## config.mk

```make
export PLATFORM = sky130hd
export DESIGN_NAME = instr_fetch_unit
export DESIGN_NICKNAME = d
export VERILOG_FILES = /design/src/rtl/instr_fetch_unit_pkg.sv /design/src/rtl/fetch_queue.sv /design/src/rtl/instr_fetch_unit.sv
export SDC_FILE = /design/constraint.sdc
export NUM_CORES = 1
export LEC_CHECK = 0
export ABC_AREA = 1
export BUFFER_PORTS_ARGS = -buffer_cell sky130_fd_sc_hd__clkbuf_2
export CAP_MARGIN = 5
export CORE_MARGIN = 2
export CORE_UTILIZATION = 50
export DETAILED_ROUTE_END_ITERATION = 6
export HOLD_SLACK_MARGIN = 0.12
export PLACE_DENSITY_LB_ADDON = 0.15
export SYNTH_ARGS = -nofsm -noshare
export SYNTH_HDL_FRONTEND = slang
export SYNTH_SLANG_ARGS = --single-unit
```

## constraint.sdc

```tcl
create_clock -name clk -period 5.1 [get_ports clk]
set_input_delay 0.51 -clock clk [delete_from_list [all_inputs] [get_ports clk]]
set_output_delay 0.51 -clock clk [all_outputs]
set_load 0.02 [all_outputs]
```

## src/rtl/instr_fetch_unit_pkg.sv

```systemverilog
// Shared types and constants for the instruction fetch path.
package instr_fetch_unit_pkg;

    localparam int              FETCH_ADDR_W     = 32;
    localparam int              FETCH_DATA_W     = 32;
    localparam int              INSTR_BYTES      = 4;
    localparam logic [31:0]     DEFAULT_RESET_PC = 32'h0000_0000;

    typedef struct packed {
        logic [FETCH_ADDR_W-1:0] pc;
        logic [FETCH_DATA_W-1:0] instr;
    } fetch_entry_t;

endpackage

```

## src/rtl/fetch_queue.sv

```systemverilog
// Generic in-order circular FIFO: push/pop/flush, head read is combinational, one-cycle write-to-visible.
// Push while full is legal only together with a pop; flush and reset empty it and take priority.
module fetch_queue #(
    parameter int WIDTH = 64,
    parameter int DEPTH = 2
) (
    input  logic                      clk,
    input  logic                      reset,
    input  logic                      flush_i,
    input  logic                      push_i,
    input  logic [WIDTH-1:0]          push_dat_i,
    input  logic                      pop_i,
    output logic [WIDTH-1:0]          head_dat_o,
    output logic [$clog2(DEPTH):0]    count_o,
    output logic                      empty_o
);

    localparam int PW = $clog2(DEPTH);

    logic [WIDTH-1:0] mem_q [DEPTH];
    logic [PW-1:0]    head_q, head_d;
    logic [PW-1:0]    tail_q, tail_d;
    logic [PW:0]      count_q, count_d;

    always_comb begin
        head_d  = head_q;
        tail_d  = tail_q;
        count_d = count_q;
        if (flush_i) begin
            head_d  = '0;
            tail_d  = '0;
            count_d = '0;
        end else begin
            if (push_i) tail_d = tail_q + 1'b1;
            if (pop_i)  head_d = head_q + 1'b1;
            case ({push_i, pop_i})
                2'b10:   count_d = count_q + 1'b1;
                2'b01:   count_d = count_q - 1'b1;
                default: count_d = count_q;
            endcase
        end
    end

    always_ff @(posedge clk) begin
        if (reset) begin
            head_q  <= '0;
            tail_q  <= '0;
            count_q <= '0;
        end else begin
            head_q  <= head_d;
            tail_q  <= tail_d;
            count_q <= count_d;
        end
    end

    // Storage needs no reset; occupancy alone decides what is visible.
    always_ff @(posedge clk) begin
        if (push_i && !flush_i) begin
            mem_q[tail_q] <= push_dat_i;
        end
    end

    assign head_dat_o = mem_q[head_q];
    assign count_o    = count_q;
    assign empty_o    = (count_q == '0);

endmodule

```

## src/rtl/instr_fetch_unit.sv

```systemverilog
// Fetch PC owner: pushes {pc, instr} into fetch_queue each cycle there is room; head valid the cycle after push.
// Decode backpressure stalls the PC when the queue is full; a redirect flushes and restarts fetch at the target.
module instr_fetch_unit
    import instr_fetch_unit_pkg::*;
#(
    parameter int                    ADDR_WIDTH  = FETCH_ADDR_W,
    parameter int                    DATA_WIDTH  = FETCH_DATA_W,
    parameter logic [ADDR_WIDTH-1:0] RESET_PC    = DEFAULT_RESET_PC,
    parameter int                    QUEUE_DEPTH = 2
) (
    input  logic                  clk,
    input  logic                  reset,
    input  logic                  fetch_en,
    output logic [ADDR_WIDTH-1:0] instr_addr,
    input  logic [DATA_WIDTH-1:0] instr,
    input  logic                  redirect_valid,
    input  logic [ADDR_WIDTH-1:0] redirect_pc,
    output logic                  out_valid,
    input  logic                  out_ready,
    output logic [DATA_WIDTH-1:0] out_instr,
    output logic [ADDR_WIDTH-1:0] out_pc,
    output logic                  misalign_err
);

    localparam int CNT_W = $clog2(QUEUE_DEPTH) + 1;

    logic [ADDR_WIDTH-1:0] fetch_pc_q, fetch_pc_d;
    logic                  misalign_q, misalign_d;
    fetch_entry_t          last_q, last_d;
    fetch_entry_t          push_entry, head_entry;
    logic [CNT_W-1:0]      q_count;
    logic                  q_empty;
    logic                  push, pop;

    // A head shown during a redirect is discarded, never consumed.
    assign pop  = !q_empty && out_ready && !redirect_valid;
    assign push = fetch_en && !redirect_valid &&
                  ((q_count < CNT_W'(QUEUE_DEPTH)) || pop);

    assign push_entry.pc    = fetch_pc_q;
    assign push_entry.instr = instr;

    fetch_queue #(
        .WIDTH (  $bits(fetch_entry_t)),
        .DEPTH (  QUEUE_DEPTH)
    ) u_fetch_queue (
        .clk        (clk),
        .reset      (reset),
        .flush_i    (redirect_valid),
        .push_i     (push),
        .push_dat_i (push_entry),
        .pop_i      (pop),
        .head_dat_o (head_entry),
        .count_o    (q_count),
        .empty_o    (q_empty)
    );

    always_comb begin
        fetch_pc_d = fetch_pc_q;
        misalign_d = misalign_q;
        last_d     = last_q;
        if (redirect_valid) begin
            fetch_pc_d = {redirect_pc[ADDR_WIDTH-1:2], 2'b00};
            if (redirect_pc[1:0] != 2'b00) misalign_d = 1'b1;
        end else if (push) begin
            fetch_pc_d = fetch_pc_q + ADDR_WIDTH'(INSTR_BYTES);
        end
        if (pop) last_d = head_entry;
    end

    always_ff @(posedge clk) begin
        if (reset) begin
            fetch_pc_q <= RESET_PC;
            misalign_q <= 1'b0;
            last_q     <= '0;
        end else begin
            fetch_pc_q <= fetch_pc_d;
            misalign_q <= misalign_d;
            last_q     <= last_d;
        end
    end

    assign instr_addr   = fetch_pc_q;
    assign out_valid    = !q_empty;
    assign out_pc       = q_empty ? last_q.pc    : head_entry.pc;
    assign out_instr    = q_empty ? last_q.instr : head_entry.instr;
    assign misalign_err = misalign_q;

endmodule

```

* Word-level counts from Yosys, hierarchy flattened *
Memories as Yosys holds them, arrays and structs flattened. A register that Yosys moved wholly into a read port is not among the register bits.
Index checks and enable logic that the tools add are counted.

storage, ports and cells
  bits in registers = 101
  output and inout port bits = 98
  memories = 1
  bits in writable memories = 128
  word-level logic and storage cells = 40

memories
  name                 depth  bits a word  read ports  clocked after memory_dff  wr ports  RTL line           source
  u_fetch_queue.mem_q  2      64           1           1                         1         fetch_queue.sv:20  logic [WIDTH-1:0] mem_q [DEPTH];

operators by class
  add/subtract/negate cells = 5
  reductions and logical operators = 14
  eq/ne operators = 2
  order comparisons = 1
  mux-type cells = 9

operator list
  kind                                                                number
  32-bit two-way mux                                                  4
  32-bit by 3-bit adder with 32-bit output, second input constant     1
  2-bit nonzero test                                                  3
  1-bit logical AND                                                   5
  1-bit two-way mux                                                   4
  2-bit one-hot mux with 2 select lines                               1
  1-bit adder, second input constant                                  2
  2-bit by 1-bit adder with 2-bit output, second input constant       1
  2-bit by 1-bit == test with 1-bit output, second input constant     1
  2-bit == test, second input constant                                1
  1-bit zero test                                                     2
  2-bit zero test                                                     1
  2-bit less-than comparator, second input constant                   1
  2-bit AND reduction                                                 1
  2-bit OR reduction                                                  1
  2-bit by 1-bit subtractor with 2-bit output, second input constant  1
  1-bit logical OR                                                    1

* Depth between registers and ports, before layout *
Gate-level depths: netlist of the first run.

  word-level depth = 9
  mapped depth = 9
  gate-level depth less buffers = 9

* By module *
A second synthesis of the first run with hierarchy kept.

second synthesis, totals
  cell total of the unflattened synthesis = 1031
  area total of the unflattened synthesis = 10276.1 um^2

by module, submodules not included
  module            area each (um^2)  times used  cells an instance  seq. area each (um^2)
  fetch_queue       5149.9            1           231                3943.8
  instr_fetch_unit  5126.2            1           800                1901.8

* Least setup slack after synthesis of the first run *
Ideal clock, no wire load.

  kind = input to register
  from = in redirect_valid
  to = mem u_fetch_queue.mem_q[1][0], enable pin
  required time = 4616 ps
  cell stages on the path = 4
  slack = 1116 ps
  data arrival time = 3501 ps
  path buffers = 1
  path through = buf_2 -> inv_4 -> nand3_4 -> nor2_1

between the ends
  word-level cells in the longest chain between the ends = 7

RTL lines
  what                                         RTL line                                                           source
  start: declaration                           instr_fetch_unit.sv:16                                             input logic redirect_valid,
  1-bit zero test (*)                          fetch_queue.sv:58, instr_fetch_unit.sv:36, instr_fetch_unit.sv:37
  1-bit logical AND                            instr_fetch_unit.sv:36                                             assign pop = !q_empty && out_ready && !redirect_valid;
  1-bit logical OR                             instr_fetch_unit.sv:38                                             ((q_count < CNT_W'(QUEUE_DEPTH)) || pop);
  1-bit logical AND                            instr_fetch_unit.sv:37                                             assign push = fetch_en && !redirect_valid &&
  1-bit logical AND (*)                        fetch_queue.sv:58                                                  if (push_i && !flush_i) begin
  1-bit two-way mux (*)                        fetch_queue.sv:58
  1-bit two-way mux (implied by the code) (*)  fetch_queue.sv:59                                                  mem_q[tail_q] <= push_dat_i;
  end: declaration                             fetch_queue.sv:20

Every way passes the cells marked *; elsewhere a longest branch is shown, timed or not.

* Final worst setup path of the first run *
  from = reg u_fetch_queue.count_q[0], in the netlist u_fetch_queue.count_o[0]
  to = out out_pc[31]

between the ends
  word-level cells in the longest chain between the ends = 2

RTL lines
  what                      RTL line                source
  start: declaration        fetch_queue.sv:23       logic [PW:0] count_q, count_d;
  start signal: assignment  fetch_queue.sv:52       count_q <= count_d;
  2-bit zero test           fetch_queue.sv:65       assign empty_o = (count_q == '0);
  32-bit two-way mux        instr_fetch_unit.sv:85  assign out_pc = q_empty ? last_q.pc : head_entry.pc;
  end: declaration          instr_fetch_unit.sv:21  output logic [ADDR_WIDTH-1:0] out_pc,

Every way passes these cells.

==> results of run 1 <==
-- state kept, by name (all words and copies together), names as in the netlist, named ones only --
signal,count
misalign_err,1
last_q,62
u_fetch_queue.head_q,1
u_fetch_queue.count_o,2
u_fetch_queue.tail_q,1
u_fetch_queue.mem_q,124
instr_addr,30
-- area by class of cell --
class,instances,area [um^2]
clock buffer,34,679.4
multi-input combinational,610,3417
clock inverter,10,123.9
fill,1622,7512
sequential,222,5689
tap,260,325.3
timing repair buffer,167,850.8
inverter,61,232.7
-- power by group through the flow --
stage,sequential [mW],combinational [mW],clock (mW)
after global routing,2.01,0.339,1.85
final,2.00,0.306,1.74
after floorplan,2.04,0.190,0
after global placement,2.04,0.304,0
after detailed placement,2.04,0.309,0
after CTS,2.00,0.310,1.78
-- cell usage in the layout, fill, tap and decap left out, types with 2 or more instances in the layout --
cell,n
nand2_1,185
clkbuf_2,161
edfxtp_1,124
dfxtp_1,97
a21oi_1,86
o21ai_0,81
mux2i_1,62
o21a_1,62
inv_1,57
nand3_1,37
nor2_1,32
clkbuf_16,25
o21ai_1,12
nor2_4,11
a31oi_1,7
clkbuf_1,7
buf_4,6
nor2_2,5
nand2_2,4
xor2_1,4
conb_1,4
clkinv_1,4
clkinv_2,3
nand2_4,3
and2_1,3
xnor2_1,3
bufinv_16,3
inv_2,2
nand3b_1,2
ha_1,2
clkbuf_8,2
-- per-layer routing --
layer	vias to the layer above	routed length (um)
met1	3277	9320
met4	0	439
met3	38	1211
li1	3535	-
met5	-	0
met2	208	9886
-- logic make-up after synthesis --
group	after synthesis
AOI/OAI and AO/OA	248
other	1
muxes	62
xor gates and xnor gates	7
adders and majority gates	2
and+or+nand+nor	287
buffers and inverters	117
DFF	222
-- per-stage QoR --
| step | instances | total power [mW] |
|---|---|---|
| 4_1_cts | 1364 | 4.084 |
| 6_report | 1364 | 4.046 |
| 5_1_grt | 1364 | 4.196 |
| 3_5_place_dp | 1320 | 2.346 |
| 2_1_floorplan | 949 | 2.230 |
| 3_3_place_gp | 1320 | 2.339 |
-- worst max path at each step --
stage,cells after the start,startpoint,end
3_3_place_gp,8,redirect_valid,u_fetch_queue.count_o[1]
5_1_grt,4,u_fetch_queue.count_o[0],out_pc[19]
4_1_cts,3,register,out_pc[31]
6_report,4,u_fetch_queue.count_o[0],out_pc[31]
3_5_place_dp,8,redirect_valid,u_fetch_queue.count_o[1]
2_1_floorplan,4,redirect_valid,u_fetch_queue.mem_q[1][0]
-- worst reg2reg max path, delay by kind of cell, from the launching register on --
kind,cells,cell delay (ns)
buffers and inverters,2,0.82
adders and majority gates,1,0.63
and+or+nand+nor,4,0.47
DFF,1,0.36
AOI/OAI and AO/OA,1,0.08
==> results.yml, run 1 <==
run_status:
  status: "completed"
pwr:
  pwr-share-seq_pct: 49.4
  ir_drop_mv: 0.2121
  powerDensity_nw_per_um2: 357.5
  p_sw_share_pct: 22.63
  p_clk_share_pct: 43.0
  p_comb_share_pct: 7.6
  leakage_nw: 4.279
  p_sw_mw: 0.9156
  p_int_mw: 3.130
placed_design:
  io_buffers: 162
  dpl_cell_area_um2: 10520
  pre_cts_ws_ns: 1.877
  place.gp.congestion: 0.8974
  dp_hpwl_um: 13520
synth:
  synth_top_area_share_pct: 38.65
  synthXorXnorAreaFrac_pct: 0.6364
  synth_simple_gate_area_share_pct: 13.23
  synth_seq_cells: 222
  yosysMostFrequentCell: "nand2_1"
  ys.flop_type: "edfxtp_1"
  synth_compound_area_share_pct: 14.58
  synthesis.area_um2: 9634
  synth_mux_area_share_pct: 6.442
  ys_seq_area_share_pct: 59.01
  synth_top_family_by_area: "compound AO/OA/AOI/OAI gates"
  async_flop_share_pct: 0
  synth-edff-count: 124
  yosys.cell_types.count: 34
  yosysWarnings: 0
  synthTopCellsByArea: "edfxtp_1, dfxtp_1, nand2_1, mux2i_1, o21a_1"
  synth.avg_cell_area_um2: 10.18
  synth_fa_ha_area_share_pct: 0.2597
  syn_inst: 946
  synth_top_area_cell: "edfxtp_1"
  ys_top_cells_by_count: "nand2_1, edfxtp_1, dfxtp_1, a21oi_1, o21ai_0"
hold_path:
  min_to: "u_fetch_queue.mem_q[0][26]"
  hp-start: "instr[26]"
  hold_class: "in2reg"
  min_path_cells: 1
clock_tree:
  cts_buffers: 24
  htree_levels: 1
  cts_setup_buffers: 0
  clock-sinks: 222
  cts_hold_buf: 0
  cts_tree: "done"
  path_clk_slew_ns: 0.06
  cts_resized: 0
  clock_latency_ns: 0.50
  clockBufferDepth: 3
  root_buffer: "clkbuf_16"
final_layout:
  area_growth_pct: 17.48
  antennaDiodeCount: 0
  fin_util_pct: 60.11
  final_nets: 1157
  drive_gt1_share_pct: 20.83
  fin_area_um2: 11320
global_route:
  met1_usage_pct: 28.27
  use_met3_pct: 2.515
  grt_max_degree: 126
  gr-max-usage-layer: "met2"
  grt_pass1_vias: 6546
  grt_usage_pct: 20.35
  antenna_found_initial: 0
  grt_pass1_wl_um: 32980
  use_met2_pct: 33.81
  grt-ovfl-total: 0
routing:
  wl_per_cell_um: 15.29
  drtIter0Drc: 345
  vias_per_cell: 5.174
  first_pass_iters: 5
  routed_wl_um: 20860
  postRouteAntennaNets: 0
  via_count: 7058
  route.detailed.drc: 0
sta:
  setup-tns-final_ns: 0
  finalCriticalPeriod_ns: 3.082
  slew_violations: 0
  rsz0062_at_grt: "no"
  hold_viol: 0
  hold_slack_ns: 0.2018
  setup_viol_count_final: 0
  finalClockSkew_ns: 0.009794
  worst_pin_slew_ns: 1.107
  worst_slew_margin_rel_pct: 26.18
  max_freq_mhz: 324.5
  finalCritPeriodShare_pct: 60.43
  setup_ws_ns: 2.018
critical_path:
  reg2reg_slack_ns: 2.64
  timing.rr.end: "u_fetch_queue.count_o[1]"
  critPathKind: "reg2out"
  end_kind: "output port"
  crit_path_max_fanout: 125
  crit_slowest_cell: "buf_4"
  r2r_cells: 8
  path_cells: "nor2_4 -> buf_4 -> o21ai_0 -> clkbuf_2"
  crit_required_ns: 4.59
  path_buf_inv: 2
  slowest_delay_ns: 0.81
  r2r-start: "u_fetch_queue.count_o[0]"
  critPathLaunchType: "register"
  cp.arrival_ns: 2.57
  cp_top_family: "buffers and inverters"
floorplan:
  coreArea_um2: 18830
  row_count: 50
  die_w_um: 142.8
  die_y_um: 142.8
  ios: 167
  die_area_um2: 20390
  start_util_pct: 51.16
run:
  maxCapViolCount: 0
(Power assumes the default switching activity.)
==> run 2: changes to the inputs <==
Clock period 5.1 ns to 2.8 ns, I/O delays scaled along.
==> run 2 against run 1 <==
Compared with the run above:
- global-route usage grew 0.76 points
- final area is 7.0% higher
- clock power grew 91%
- final cell count is 5.0% higher
- utilization is 4.2 points higher
- count of clock-buffer cells in the layout shrank 4
- critical path depth is the same
- non-clock buffer count is 68 higher
- largest power group unchanged
- highest routed layer unchanged
==> results.yml, run 2 (synthesis gave the netlist of run 1 again) <==
clock_tree:
  cts_resized: 0
  cts_hold_buf: 62
  htree_levels: 1
  cts_setup_buffers: 0
  cts_tree: "done"
  clockBufferDepth: 3
  cts_buffers: 24
  root_buffer: "clkbuf_16"
  clock-sinks: 222
  path_clk_slew_ns: 0.06
  clock_latency_ns: 0.50
sta:
  hold_viol: 0
  finalClockSkew_ns: 0.008803
  finalCriticalPeriod_ns: 2.258
  hold_slack_ns: 0.1403
  setup_viol_count_final: 0
  slew_violations: 0
  max_freq_mhz: 442.9
  worst_slew_margin_rel_pct: 48.71
  rsz0062_at_grt: "no"
  setup-tns-final_ns: 0
  finalCritPeriodShare_pct: 80.64
  worst_pin_slew_ns: 0.7694
routing:
  routed.top_layer: "met4"
  dr_wl_met3_um: 1150
  postRouteAntennaNets: 0
  drtIter0Drc: 396
  via_count: 7348
  first_pass_iters: 5
  wl_per_cell_um: 15.06
  wl_met1_um: 9543
  routed_wl_um: 21570
  wl_met2_um: 10450
  route.detailed.drc: 0
  vias_per_cell: 5.131
pwr:
  p_int_mw: 5.883
  ir_drop_mv: 0.3429
  pwr-share-seq_pct: 47.8
  p_sw_mw: 1.718
  p_clk_share_pct: 43.7
  powerDensity_nw_per_um2: 627.7
  p_comb_share_pct: 8.4
  leakage_nw: 4.616
  p_sw_share_pct: 22.60
global_route:
  grt_pass1_wl_um: 34190
  grt_usage_pct: 21.11
  grt_pass1_vias: 6846
  grt-ovfl-total: 0
  antenna_found_initial: 0
  grt_max_degree: 126
final_layout:
  nFillCells: 1550
  drive_gt1_share_pct: 20.73
  antennaDiodeCount: 0
  final_cell_mix: "nand2_1, clkbuf_2, edfxtp_1, dfxtp_1, a21oi_1"
  fin_util_pct: 64.31
  largest_reg_flops: 124
  regMostFlops: "u_fetch_queue.mem_q"
  final_common_cell: "nand2_1"
  final_nets: 1225
  area_growth_pct: 25.69
hold_path:
  hp-start: "redirect_pc[26]"
  min_path_cells: 5
  hold_class: "in2reg"
  min_to: "instr_addr[26]"
critical_path:
  timing.rr.end: "instr_addr[8]"
  cp.arrival_ns: 1.98
  reg2reg_slack_ns: 0.82
  slowest_delay_ns: 0.51
  path_buf_inv: 2
  crit_required_ns: 2.52
  critPathKind: "reg2out"
  critPathLaunchType: "register"
  path_cells: "buf_4 -> mux2i_1 -> o21ai_0 -> clkbuf_2"
  cp_top_family: "buffers and inverters"
  end_kind: "output port"
  r2r-start: "instr_addr[2]"
  crit_slowest_cell: "dfxtp_4"
  crit_path_max_fanout: 15
  r2r_cells: 7
floorplan:
  coreArea_um2: 18830
  die_y_um: 142.8
  ios: 167
  row_count: 50
  die_area_um2: 20390
  start_util_pct: 51.16
  die_w_um: 142.8
run:
  maxCapViolCount: 0
placed_design:
  io_buffers: 162
  place.gp.congestion: 0.8962
  dp_hpwl_um: 13420
run_status:
  status: "completed"
[run 2: changes by cell type in the layout (fill, tap and decap cells not counted)]
cell           change
dlygate4sd3_1     +62
buf_12             +6
clkbuf_1           -5
clkinv_2           +3
clkinv_1           -2
clkinvlp_4         +2
bufinv_16          +1
clkbuf_8           +1
clkinv_4           -1
inv_8              +1
[run 2: worst min-delay path: stages]
cell      delay (ns)
clkbuf_2        0.08
nand2_1         0.05
o21ai_0         0.07
inv_1           0.05
a21oi_1         0.05
[run 2: worst max path at each step]
stage | start | endpoint | cells past startpoint
global placement | out_ready | u_fetch_queue.mem_q[1][6] | 6
finish | register | out_pc[5] | 4
global route | u_fetch_queue.count_o[0] | out_pc[21] | 5
detailed placement | out_ready | u_fetch_queue.mem_q[1][9] | 6
floorplan | redirect_valid | u_fetch_queue.mem_q[1][0] | 4
CTS | register | out_instr[29] | 4
[run 2: per-stage QoR]
stage | power [mW] | cells | area [um^2] | setup WS (ns)
finish | 7.601 | 1432 | 12110 | 0.5421
global route | 7.889 | 1432 | 12110 | 0.3993
CTS | 7.693 | 1432 | 12110 | 0.5187
detailed placement | 4.280 | 1326 | 10640 | 0.9596
global placement | 4.273 | 1326 | 10640 | 0.9766
floorplan | 4.061 | 949 | 9651 | 0.09582
[run 2: cell type report]
cell class,count,area (um^2),share of cell area [%]
flip-flops and latches,222,5689,46.98
multi-input cells,610,3417,28.22
repair buffers,235,1592,13.14
clock buffers,30,674.4,5.569
well taps,260,325.3,2.687
inverters,61,232.7,1.922
clock inverters,14,178.9,1.478
[run 2: power groups by stage]
stage	logic [mW]	clock network (mW)	registers, mW
3_3_place_gp	0.570	0	3.70
5_1_grt	0.707	3.53	3.65
2_1_floorplan	0.346	0	3.71
3_5_place_dp	0.575	0	3.71
4_1_cts	0.645	3.41	3.64
6_report	0.639	3.33	3.64
[run 2: layer usage]
| metal | up-vias | GRT usage [%] |
|---|---|---|
| met1 | 3447 | 28.21 |
| met2 | 191 | 36.26 |
| li1 | 3677 | - |
| met5 | - | 0 |
| met4 | 0 | 6.045 |
| met3 | 33 | 2.716 |
